$ cat src/rtl/arb_mux_pkg.sv
// Shared types and the round-robin search used by arb_mux_stage.
// Grant search covers up to 256 requesters.
package arb_mux_pkg;

   localparam int COUNT_W = 32;
   localparam int RR_MAX  = 256;

   typedef struct packed {
      logic       any;
      logic [7:0] idx;
   } rr_t;

   // First set bit at or after ptr, scanning upward and wrapping modulo n.
   function automatic rr_t rr_search(
      input logic [RR_MAX-1:0] valid,
      input int                n,
      input int                ptr
   );
      rr_t r;
      int  j;
      r = '0;
      j = 0;
      for (int i = 0; i < RR_MAX; i++) begin
         if (!r.any && i < n) begin
            j = (ptr + i) % n;
            if (valid[j[7:0]]) begin
               r.any = 1'b1;
               r.idx = 8'(j);
            end
         end
      end
      return r;
   endfunction

endpackage

$ cat src/rtl/Mux.sv
// Plain N:1 word multiplexer over a flat bus.
// Input i lives at bits [i*WIDTH +: WIDTH].
module Mux #(
   parameter int WIDTH = 3,
   parameter int SIZE  = 3
) (
   input  logic [SIZE-1:0]              sel,
   input  logic [(2**SIZE)*WIDTH-1:0]   in,
   output logic [WIDTH-1:0]             out
);

   always_comb begin
      out = '0;
      for (int i = 0; i < 2**SIZE; i++) begin
         if (sel == SIZE'(i)) out = in[i*WIDTH +: WIDTH];
      end
   end

endmodule

$ cat src/rtl/arb_mux_stage.sv
// Round-robin arbiter feeding a one-deep registered output stage.
// Define ARB_MUX_STAGE_COUNT_EN to add the xfer_count output.
module arb_mux_stage
   import arb_mux_pkg::*;
#(
   parameter  int WIDTH = 3,
   parameter  int SIZE  = 3,
   localparam int N     = 2**SIZE
) (
   input  logic                 clk,
   input  logic                 reset,
   input  logic [N-1:0]         in_valid,
   output logic [N-1:0]         in_ready,
   input  logic [N*WIDTH-1:0]   in,
   output logic                 out_valid,
   input  logic                 out_ready,
   output logic [WIDTH-1:0]     out,
   output logic [SIZE-1:0]      out_sel
`ifdef ARB_MUX_STAGE_COUNT_EN
   ,
   output logic [COUNT_W-1:0]   xfer_count
`endif
);

   logic [SIZE-1:0]  rr_ptr;
   logic [SIZE-1:0]  grant;
   logic [WIDTH-1:0] mux_out;
   logic             load;
   logic             in_xfer;
   logic             out_xfer;
   rr_t              rr;
   logic             unused_rr;

   assign load     = !out_valid || out_ready;
   assign rr       = rr_search(RR_MAX'(in_valid), N, int'(rr_ptr));
   assign grant    = rr.idx[SIZE-1:0];
   assign unused_rr = ^rr.idx[7:SIZE];

   // Grant depends only on valids and pointer, never on data.
   assign in_ready = (rr.any && load && !reset) ? (N'(1) << grant) : '0;
   assign in_xfer  = |(in_valid & in_ready);
   assign out_xfer = out_valid && out_ready;

   Mux #(
      .WIDTH (WIDTH),
      .SIZE  (SIZE)
   ) u_mux (
      .sel (grant),
      .in  (in),
      .out (mux_out)
   );

   always_ff @(posedge clk or posedge reset) begin
      if (reset) begin
         out_valid <= 1'b0;
         out       <= '0;
         out_sel   <= '0;
         rr_ptr    <= '0;
      end else if (in_xfer) begin
         out_valid <= 1'b1;
         out       <= mux_out;
         out_sel   <= grant;
         rr_ptr    <= grant + SIZE'(1);
      end else if (out_xfer) begin
         out_valid <= 1'b0;
      end
   end

`ifdef ARB_MUX_STAGE_COUNT_EN
   always_ff @(posedge clk or posedge reset) begin
      if (reset) xfer_count <= '0;
      else if (out_xfer) xfer_count <= xfer_count + 32'd1;
   end
`endif

endmodule

$ cat config.mk
export PLATFORM = sky130hd
export DESIGN_NAME = arb_mux_stage
export DESIGN_NICKNAME = d
export VERILOG_FILES = /design/src/rtl/arb_mux_pkg.sv /design/src/rtl/Mux.sv /design/src/rtl/arb_mux_stage.sv
export SDC_FILE = /design/constraint.sdc
export NUM_CORES = 1
export LEC_CHECK = 0
export CORE_ASPECT_RATIO = 1.2
export CORE_MARGIN = 2
export CORE_UTILIZATION = 28
export CTS_BUF_LIST = sky130_fd_sc_hd__clkbuf_2 sky130_fd_sc_hd__clkbuf_4 sky130_fd_sc_hd__clkbuf_8
export CTS_CLUSTER_DIAMETER = 40
export DETAILED_ROUTE_END_ITERATION = 6
export HOLD_SLACK_MARGIN = 0.08
export PLACE_DENSITY_LB_ADDON = 0.15
export SLEW_MARGIN = 15
export SYNTH_ARGS = -nofsm -noshare
export SYNTH_HDL_FRONTEND = slang
export SYNTH_SLANG_ARGS = --single-unit
$ cat constraint.sdc
create_clock -name clk -period 7.4 [get_ports clk]
set_input_delay 2.22 -clock clk [delete_from_list [all_inputs] [get_ports clk]]
set_output_delay 2.22 -clock clk [all_outputs]
set_load 0.03 [all_outputs]
==> impl_metrics.py <==
metrics = {
    "yosys": {
        "synth_warnings": 0,
        "netlist_area_sq_um": 1840,
        "synth_area_per_cell_sq_um": 9.61,
        "synth-seq-cells": 10,
        "synth_fp_nets": 234,
        "syn_inst": 191,
        "synth_edf_count": 0,
        "synthDistinctLibCells": 54,
        "synthArstFlopShare_pct": 100,
        "ys_seq_area_share_pct": 13.6,
        "synth_ff_type": "dfrtp_1",
    },
    "sta": {
        "finalHoldViolCount": 0,
        "grt_setup_unrepaired": "false",
        "fin_worst_skew_ns": 0.00382,
        "hold_ws_ns": 0.505,
        "fin_crit_sh_pct": 98.0,
        "setup_slack_ns": 0.149,
        "fmax_mhz": 138,
        "finalCriticalPeriod_ns": 7.25,
        "slew_headroom_pct": 61.2,
        "setup_viol": 0,
        "drv_slew": 0,
        "worst_slew_pin_slew_ns": 0.580,
    },
    "critical_path": {
        "startpoint_type": "input pin",
        "cp.buffers_inverters": 3,
        "cp.arrival_ns": 5.03,
        "cp.required_ns": 5.18,
        "cp_cell_sequence": "dlygate4sd2_1 > mux4_2 > mux2_2 > nand3b_1 > a21oi_1 > a311oi_1 > o31a_2 > o22ai_2 > buf_4 > ha_2 > ha_2 > and2_1 > buf_6",
        "crit_top_cell": "ha_2",
        "crit_fanout": 7,
        "slowest_delay_ns": 0.54,
        "worst-setup-path-type": "in2out",
        "path_delay_family": "multiplexers",
        "worstSetupEndpointType": "output pin",
        "cp_slowest_cell": "mux4_2",
        "reg2reg_slack_ns": 2.09,
    },
    "global_routing": {
        "grt-busiest-layer": "met2",
        "antenna_found_initial": 0,
        "use_met2_pct": 31.8,
        "met1_usage_pct": 21.2,
        "grt.met3_usage_pct": 2.24,
        "grt_pass1_wl_microns": 9900,
        "grt_max_degree": 14,
        "grt.overflow.total": 0,
        "grt_pass1_vias": 1989,
        "grt_use_total_pct": 17.2,
    },
    "place": {
        "hpwl_microns": 4900,
        "gp_congestion": 0.935,
        "dpl.cell_count": 363,
        "place_ws_ns": -0.493,
        "portBuffers": 49,
    },
    "min_path": {
        "worstHoldPathType": "reg2reg",
    },
    "detailed_routing": {
        "drc": 0,
        "vias_per_cell": 5.15,
        "routed_wl_microns": 5930,
        "drtIter0Drc": 109,
        "wire_per_inst_microns": 16.0,
        "dr.pass1.iters": 4,
        "num_vias": 1906,
        "detail-route-antenna-nets": 0,
    },
    "floorplan": {
        "placementRows": 32,
        "dieHeight_microns": 92.7,
        "fp.dieArea_sq_um": 7220,
        "design.core.area_sq_um": 6410,
        "initial_core_util_pct": 28.7,
        "die_width_microns": 77.9,
        "ios": 50,
    },
    "finish": {
        "areaGrowthSynthToFinish_pct": 55.0,
        "fillers": 686,
        "num_antenna_cells": 0,
        "drive_above_1_share_pct": 41.8,
        "nets": 329,
        "fin_cells": 370,
    },
    "clock_network": {
        "htree_num_levels": 1,
        "cts-buffers-inserted": 3,
        "clk_path_buf_depth": 2,
        "root_buffer": "clkbuf_8",
        "clk_latency_ns": 0.24,
        "cts_tree": "built",
        "cts.sinks": 10,
        "path_clk_slew_ns": 0.05,
    },
    "run": {
        "drv_cap": 0,
    },
    "run_status": {
        "status": "finished, final reports clean",
    },
}
-- cell type report --
| class | count | area (sq um) | share of cell area, % |
|---|---|---|---|
| sequential | 10 | 250 | 8.80 |
| tap | 85 | 106 | 3.74 |
| inverter | 11 | 43.8 | 1.54 |
| multi-input combinational | 157 | 1500 | 52.8 |
| timing repair buffer | 103 | 888 | 31.2 |
| clock buffer | 4 | 55.1 | 1.93 |
-- routing by layer --
metal	wire [microns]	up-vias	part of all wire, %
met5	0	-	0
met1	2540	912	43
met4	105	0	1.8
met2	3100	50	52
li1	-	936	-
met3	182	8	3.1
-- state kept, by name, summed over array words and instances (netlist names) --
signal     flops
rr_ptr         3
out_sel        3
out            3
out_valid      1
-- through the flow --
| stage | utilization (%) | area [sq um] | TNS (ns) |
|---|---|---|---|
| floorplan | - | 1840 | 0 |
| global placement | 42.3 | 2710 | -2.15 |
| detailed placement | 42.3 | 2710 | -2.13 |
| CTS | 43.8 | 2800 | 0 |
| global route | 44.4 | 2850 | 0 |
| finish | 44.4 | 2850 | 0 |
-- repair_timing --
action,4_1_cts,5_1_grt
pin swaps,2,4
endpoints found under the setup margin,8,8
gates resized for setup,25,9
setup buffers,2,1
hold buffers,0,0
endpoints found under the hold margin,0,0
-- logic make-up (layout without fill, tap and decap cells) --
family | Yosys count | after routing | share of synthesized area [%]
AOI/OAI and AO/OA | 52 | 52 | 22.4
xor gates and xnor gates | 4 | 4 | 1.91
muxes | 42 | 42 | 34.2
adders and majority gates | 8 | 8 | 5.45
buffers and inverters | 24 | 118 | 7.29
and+or+nand+nor | 51 | 51 | 15.2
DFF | 10 | 10 | 13.6
-- final timing paths --
kind                       cells past startpoint             startpoint               endpoint
setup / recovery                              13            in_valid[7]            in_ready[3]
hold / removal                                 1     out[2]$_DFFE_PP0P_     out[2]$_DFFE_PP0P_
setup reg to reg                              18  rr_ptr[0]$_DFFE_PP0P_     out[0]$_DFFE_PP0P_
hold reg to reg                                1     out[2]$_DFFE_PP0P_     out[2]$_DFFE_PP0P_
max in group asynchronous                      2                  reset     out[2]$_DFFE_PP0P_
min in group asynchronous                      2                  reset  rr_ptr[1]$_DFFE_PP0P_
-- synthesized netlist by cell type (2+ instances only) --
master,count,area share (%)
nor2b_1,2,0.68
clkinv_1,2,0.41
or3_2,2,0.82
dfrtp_1,10,14
buf_2,2,0.55
clkbuf_1,5,1.0
buf_6,5,3.1
inv_1,8,1.6
a2bb2oi_1,3,1.4
nand2_1,13,2.7
o21a_1,2,0.82
a21oi_1,8,2.2
a22oi_1,5,2.0
a221oi_1,2,0.95
ha_1,8,5.5
a221o_1,2,1.1
a211oi_1,3,1.2
xor2_1,2,0.95
nor2_1,11,2.2
and3_2,6,2.5
nor3b_1,2,0.82
and2_1,4,1.4
mux2_2,9,5.5
nand3b_1,2,0.82
xnor2_1,2,0.95
nand2b_1,3,1.0
a311oi_1,2,0.95
mux4_2,10,12
a22o_1,3,1.4
mux2i_1,18,9.8
mux4_1,4,5.7
o21ai_0,9,2.5
-- layout by cell type, fill, tap and decap left out, types with 4 or more instances in the layout --
cell type / instances
dlygate4sd2_1: 7
ha_1: 6
mux4_2: 14
o21ai_0: 9
nand2_1: 12
and2_1: 4
dfrtp_1: 10
buf_4: 57
mux2i_1: 17
nor2_1: 11
clkdlybuf4s50_1: 33
and3_2: 6
a22oi_1: 4
mux2_2: 8
a21oi_1: 8
inv_1: 7
clkbuf_8: 4
Power is left out: the tool's default activity adds up to more than one toggle a clock period on the data nets, which glitch-free logic cannot reach.
